### config.mk
export PLATFORM = sky130hd
export DESIGN_NAME = dlx_mem_arbiter
export DESIGN_NICKNAME = d
export VERILOG_FILES = /design/src/rtl/dlx_mem_arbiter.sv
export SDC_FILE = /design/constraint.sdc
export NUM_CORES = 1
export LEC_CHECK = 0
export ABC_AREA = 1
export CAP_MARGIN = 20
export CORE_MARGIN = 1.5
export CORE_UTILIZATION = 40
export CTS_CLUSTER_SIZE = 14
export DETAILED_ROUTE_END_ITERATION = 16
export GPL_TIMING_DRIVEN = 0
export PLACE_DENSITY_LB_ADDON = 0.3
export REMOVE_ABC_BUFFERS = 1
export SLEW_MARGIN = 10
export SYNTH_ARGS = -nofsm -noshare
export SYNTH_HDL_FRONTEND = slang
export SYNTH_SLANG_ARGS = --single-unit
export TNS_END_PERCENT = 5
### constraint.sdc
create_clock -name clk -period 1.6 [get_ports clk]
set_input_delay 0.24 -clock clk [delete_from_list [all_inputs] [get_ports clk]]
set_output_delay 0.24 -clock clk [all_outputs]
set_load 0.05 [all_outputs]
### src/rtl/dlx_mem_arbiter.sv
// dlx_mem_arbiter: merges N_PORTS DLX-style requesters onto one shared memory
// port with round-robin or fixed-priority arbitration and a per-transaction
// timeout that completes the access with an error response.
module dlx_mem_arbiter #(
  parameter int unsigned N_PORTS   = 2,
  parameter int unsigned ADDR_W    = 32,
  parameter int unsigned DATA_W    = 32,
  parameter int unsigned PRIO_MODE = 0,
  parameter int unsigned TIMEOUT   = 255,
  localparam int unsigned GID_W    = (N_PORTS > 1) ? $clog2(N_PORTS) : 1
) (
  input  logic                       clk,
  input  logic                       rst,
  input  logic [N_PORTS-1:0]         req_enable,
  input  logic [N_PORTS-1:0]         req_rnw,
  input  logic [N_PORTS*ADDR_W-1:0]  req_addr,
  input  logic [N_PORTS*DATA_W-1:0]  req_wdata,
  output logic [N_PORTS-1:0]         rsp_ready,
  output logic                       rsp_err,
  output logic [DATA_W-1:0]          rsp_rdata,
  output logic                       mem_enable,
  output logic                       mem_rnw,
  output logic [ADDR_W-1:0]          mem_addr,
  output logic [DATA_W-1:0]          mem_wdata,
  input  logic [DATA_W-1:0]          mem_rdata,
  input  logic                       mem_ready,
  output logic [GID_W-1:0]           grant_id,
  output logic                       busy
);

  localparam int unsigned CNT_W   = (TIMEOUT == 0) ? 1 : $clog2(TIMEOUT + 1);
  localparam int unsigned TO_LAST = (TIMEOUT == 0) ? 0 : TIMEOUT - 1;

  typedef enum logic [1:0] {
    ST_IDLE = 2'd0,
    ST_BUSY = 2'd1,
    ST_DONE = 2'd2
  } state_e;

  state_e               state_q, state_d;
  logic [GID_W-1:0]     last_grant_q, last_grant_d;
  logic [GID_W-1:0]     grant_q, grant_d;
  logic [CNT_W-1:0]     cnt_q, cnt_d;
  logic                 mem_enable_q, mem_enable_d;
  logic                 mem_rnw_q, mem_rnw_d;
  logic [ADDR_W-1:0]    mem_addr_q, mem_addr_d;
  logic [DATA_W-1:0]    mem_wdata_q, mem_wdata_d;
  logic [N_PORTS-1:0]   rsp_ready_q, rsp_ready_d;
  logic                 rsp_err_q, rsp_err_d;
  logic [DATA_W-1:0]    rsp_rdata_q, rsp_rdata_d;
  logic                 busy_q, busy_d;
  logic [GID_W-1:0]     win_c;
  logic                 timeout_hit_c;

  // Winner search; later loop iterations have higher precedence, so each loop
  // walks the search order backwards and the first candidate overwrites last.
  function automatic logic [GID_W-1:0] pick_winner(input logic [N_PORTS-1:0] req,
                                                   input logic [GID_W-1:0]   last);
    logic [GID_W-1:0] w;
    logic [GID_W-1:0] idx;
    w = '0;
    if (PRIO_MODE == 1) begin
      for (int i = int'(N_PORTS) - 1; i >= 0; i--) begin
        if (req[GID_W'(i)]) w = GID_W'(i);
      end
    end else begin
      for (int unsigned i = N_PORTS; i >= 1; i--) begin
        idx = GID_W'((32'(last) + i) % N_PORTS);
        if (req[idx]) w = idx;
      end
    end
    return w;
  endfunction

  // Arbitration result and timeout detection for the current cycle.
  always_comb begin
    win_c         = pick_winner(req_enable, last_grant_q);
    timeout_hit_c = (TIMEOUT != 0) && (cnt_q == CNT_W'(TO_LAST));
  end

  // Next-state and registered-output computation.
  always_comb begin
    state_d      = state_q;
    last_grant_d = last_grant_q;
    grant_d      = grant_q;
    cnt_d        = cnt_q;
    mem_enable_d = mem_enable_q;
    mem_rnw_d    = mem_rnw_q;
    mem_addr_d   = mem_addr_q;
    mem_wdata_d  = mem_wdata_q;
    rsp_ready_d  = '0;
    rsp_err_d    = 1'b0;
    rsp_rdata_d  = rsp_rdata_q;
    unique case (state_q)
      ST_IDLE: begin
        if (|req_enable) begin
          grant_d      = win_c;
          if (PRIO_MODE == 0) last_grant_d = win_c;
          mem_enable_d = 1'b1;
          mem_rnw_d    = req_rnw[win_c];
          mem_addr_d   = req_addr[win_c*ADDR_W +: ADDR_W];
          mem_wdata_d  = req_wdata[win_c*DATA_W +: DATA_W];
          cnt_d        = '0;
          state_d      = ST_BUSY;
        end
      end
      ST_BUSY: begin
        if (mem_ready) begin
          rsp_ready_d  = N_PORTS'(1) << grant_q;
          rsp_rdata_d  = mem_rdata;
          mem_enable_d = 1'b0;
          state_d      = ST_DONE;
        end else if (timeout_hit_c) begin
          rsp_ready_d  = N_PORTS'(1) << grant_q;
          rsp_err_d    = 1'b1;
          rsp_rdata_d  = '0;
          mem_enable_d = 1'b0;
          state_d      = ST_DONE;
        end else if (cnt_q != CNT_W'(TIMEOUT)) begin
          cnt_d = cnt_q + 1'b1;
        end
      end
      ST_DONE: begin
        cnt_d   = '0;
        state_d = ST_IDLE;
      end
      default: state_d = ST_IDLE;
    endcase
    busy_d = (state_d != ST_IDLE);
  end

  // State and output registers; reset abandons any in-flight access silently.
  always_ff @(posedge clk or negedge rst) begin
    if (!rst) begin
      state_q      <= ST_IDLE;
      last_grant_q <= GID_W'(N_PORTS - 1);
      grant_q      <= '0;
      cnt_q        <= '0;
      mem_enable_q <= 1'b0;
      mem_rnw_q    <= 1'b0;
      mem_addr_q   <= '0;
      mem_wdata_q  <= '0;
      rsp_ready_q  <= '0;
      rsp_err_q    <= 1'b0;
      rsp_rdata_q  <= '0;
      busy_q       <= 1'b0;
    end else begin
      state_q      <= state_d;
      last_grant_q <= last_grant_d;
      grant_q      <= grant_d;
      cnt_q        <= cnt_d;
      mem_enable_q <= mem_enable_d;
      mem_rnw_q    <= mem_rnw_d;
      mem_addr_q   <= mem_addr_d;
      mem_wdata_q  <= mem_wdata_d;
      rsp_ready_q  <= rsp_ready_d;
      rsp_err_q    <= rsp_err_d;
      rsp_rdata_q  <= rsp_rdata_d;
      busy_q       <= busy_d;
    end
  end

  assign rsp_ready  = rsp_ready_q;
  assign rsp_err    = rsp_err_q;
  assign rsp_rdata  = rsp_rdata_q;
  assign mem_enable = mem_enable_q;
  assign mem_rnw    = mem_rnw_q;
  assign mem_addr   = mem_addr_q;
  assign mem_wdata  = mem_wdata_q;
  assign grant_id   = grant_q;
  assign busy       = busy_q;

endmodule
==> impl_metrics.json <==
{
  "status": "finished, final reports clean",
  "drv_cap": 0,
  "final_nets": 1050,
  "wl_per_cell_um": 16.02,
  "cp_slowest_stage_delay_ns": 0.56,
  "setup_violations": 0,
  "gp_congestion": 0.7834,
  "tightestPinTransition_ns": 0.5597,
  "critPathBufInv": 1,
  "htree_levels": 4,
  "rows": 41,
  "grt_pass1_vias": 5301,
  "r2r-end": "mem_addr[1]$_DFFE_PN0P_",
  "finalPower_mw": 19.41,
  "worst_slack_ns": 0.02043,
  "final_layout_size_suffix_gt1_share_pct": 7.494,
  "synth_top_family_by_area": "simple AND/OR/NAND/NOR gates",
  "start_util_pct": 40.81,
  "drtIter0Drc": 242,
  "cp_slowest_cell": "dlygate4sd2_1",
  "synthAdderAreaFrac_pct": 0.4879,
  "viasPerCell": 4.921,
  "synth_xor_area_share_pct": 0,
  "cts_root_buffer": "clkbuf_16",
  "relSlewSlack_pct": 62.57,
  "track_usage_pct": 25.89,
  "gr-total-overflow": 0,
  "port_buffers": 269,
  "p_int_mw": 9.952,
  "crit_arrival_ns": 1.34,
  "grt_max_degree": 68,
  "firstDrtPassIters": 5,
  "cp_max_fo": 2,
  "r2r_slack_ns": 0.06,
  "crit_family": "buffers and inverters",
  "cp.depth": 1,
  "ir_drop_mv": 1.078,
  "finalWorstPathRequiredPeriod_ns": 1.580,
  "synth_simple_gate_area_share_pct": 19.93,
  "clk_pin_slew_ns": 0.05,
  "leakage_nw": 3.992,
  "ant_nets": 0,
  "wl_mm": 17.08,
  "ios": 270,
  "cp-start-kind": "register",
  "period_share_pct": 98.72,
  "cts.sinks": 114,
  "skew_ns": 0.007814,
  "area_growth_pct": 70.14,
  "holdWs_ns": 0.3815,
  "finalInstanceArea_sq_um": 8726,
  "post-route-drc-count": 0,
  "die_w_um": 116.2,
  "final.fill_count": 1019,
  "final-hold-violation-count": 0,
  "syn_area_per_cell_sq_um": 8.312,
  "dp_hpwl_mm": 11.56,
  "swShare_pct": 48.73,
  "synth_compound_area_share_pct": 16.66,
  "place_ws_ns": -1.084,
  "cp.required_ns": 1.36,
  "die_h_um": 116.2,
  "cts_made_buffers": 17,
  "rsz0062_at_grt": "true",
  "synth_seq_cells": 114,
  "synth.area.mux_share_pct": 0,
  "combPwrFrac_pct": 52.5,
  "worstSkewPairLatency_ns": 0.42,
  "post-route-util_pct": 69.43,
  "yosys_warnings": 0,
  "clock.fmax_mhz": 633.1,
  "antenna_found_initial": 0,
  "syn_area_sq_um": 5129,
  "ys_seq_area_share_pct": 55.65,
  "path_cells": "dlygate4sd2_1",
  "cp-end-kind": "output port",
  "rr_worst_depth": 6,
  "numPlacedInstances": 1025,
  "grt_pass1_wl_mm": 26.28,
  "clockBufferDepth": 2,
  "p_seq_share_pct": 25.6,
  "cts_tree": "yes",
  "dieArea_sq_um": 13510,
  "post_dp_cell_area_sq_um": 7989,
  "critPathKind": "register to output port",
  "hold_path.class": "primary input to async pin",
  "finalNonFillerCells": 1066,
  "ys_types": 24,
  "setup_tns_ns": 0,
  "syn-instance-count": 617,
  "power_density_nw_per_um2": 2224,
  "pwr-share-clk_pct": 21.9,
  "core_area_sq_um": 12570,
  "p_sw_mw": 9.457,
  "antenna_cells": 0,
  "worstReg2RegStart": "last_grant_q$_DFFE_PN1P_",
  "vias": 5246,
  "maxSlewViolCount": 0
}
==> layer usage <==
metal  share of wire [%]  GRT usage, %  vias up  routed length, um
met5                   0             0        -                  0
met3                 9.1         10.43       46               1555
met2                  49         43.61      240               8340
met1                  38         27.47     2424               6451
li1                    -             -     2536                  -
met4                 4.3         15.20        0                728
==> logic make-up after synthesis <==
group                      count (synthesis)
and+or+nand+nor                          249
AOI/OAI and AO/OA                        168
DFF                                      114
buffers and inverters                     84
adders and majority gates                  2
==> layout by cell type, fill, tap and decap left out, types with 3 or more instances in the layout <==
master / synthesis / routed
clkinv_2: 0 / 6
dfrtp_1: 113 / 113
o21ai_0: 115 / 109
dlygate4sd2_1: 0 / 80
buf_12: 0 / 3
nor2_1: 83 / 82
clkdlybuf4s15_1: 0 / 22
nor2_2: 3 / 4
buf_16: 0 / 4
nand3_1: 38 / 37
o21ai_1: 48 / 54
buf_4: 8 / 3
clkdlybuf4s50_1: 0 / 164
nor2_4: 3 / 4
inv_1: 42 / 41
clkbuf_16: 0 / 17
bufinv_16: 0 / 6
nand2_1: 119 / 116
==> cells in the mapped netlist <==
cell type | instances | area share, %
inv_2 | 3 | 0.22
clkbuf_2 | 1 | 0.097
o21ai_0 | 115 | 11
nor2_2 | 3 | 0.37
o21ai_1 | 48 | 4.7
dfstp_2 | 1 | 0.51
nor2_4 | 3 | 0.66
nand2_2 | 1 | 0.12
a21oi_1 | 1 | 0.097
a21oi_2 | 1 | 0.17
buf_6 | 1 | 0.22
buf_1 | 1 | 0.073
inv_1 | 42 | 3.1
o21ai_2 | 2 | 0.34
nor2_1 | 83 | 6.1
clkbuf_1 | 13 | 0.95
buf_4 | 8 | 1.2
o21bai_1 | 1 | 0.15
nand3_1 | 38 | 3.7
nand2_1 | 119 | 8.7
buf_2 | 15 | 1.5
nor3b_1 | 2 | 0.29
dfrtp_1 | 113 | 55
ha_1 | 2 | 0.49
==> sequential cells by signal, summed over array words and instances (netlist names), 2 cells and up <==
register   cells
mem_addr      32
mem_wdata     32
rsp_rdata     32
cnt_q          8
rsp_ready      2
state_q        2
==> area by class of cell <==
| type | count | area, sq um | area share (%) |
|---|---|---|---|
| multi-input combinational | 421 | 1973 | 22.61 |
| sequential | 114 | 2854 | 32.71 |
| tap | 172 | 215.2 | 2.466 |
| timing repair buffer | 282 | 2819 | 32.31 |
| clock buffer | 20 | 446.7 | 5.119 |
| inverter | 45 | 207.7 | 2.380 |
| clock inverter | 12 | 210.2 | 2.409 |
==> worst max path at each step <==
stage | from | endpoint | slack (ns)
3_5_place_dp | req_enable[0] | mem_wdata[26]$_DFFE_PN0P_ | -1.08
6_report | mem_wdata[7]$_DFFE_PN0P_ | mem_wdata[7] | 0.02
5_1_grt | state_q[1]$_DFF_PN0_ | cnt_q[0]$_DFFE_PN0P_ | -0.07
3_3_place_gp | rst | mem_wdata[11]$_DFFE_PN0P_ | -4.07
4_1_cts | cnt_q[0]$_DFFE_PN0P_ | rsp_rdata[2]$_DFFE_PN0P_ | -0.08
2_1_floorplan | last_grant_q$_DFFE_PN1P_ | mem_addr[10]$_DFFE_PN0P_ | -1.43
==> repair_timing <==
| action | 4_1_cts | 5_1_grt |
|---|---|---|
| pin swaps | 3 | 3 |
| gates resized for setup | 123 | 34 |
| endpoints found under the hold margin | 56 | 0 |
| hold buffers | 1 | 0 |
| cloned | 2 | 0 |
| setup buffers | 4 | 2 |
| setup endpoints to repair | 215 | 90 |
==> power groups by stage <==
| stage | clock network [mW] | logic (mW) | registers [mW] |
|---|---|---|---|
| after floorplan | 0 | 2.18 | 9.37 |
| after global placement | 0 | 10.4 | 4.95 |
| after detailed placement | 0 | 10.7 | 5.01 |
| after CTS | 4.30 | 10.1 | 4.96 |
| after global routing | 4.45 | 10.8 | 5.13 |
| final | 4.24 | 10.2 | 4.98 |
No activity file was read; power rests on OpenSTA's default activity.
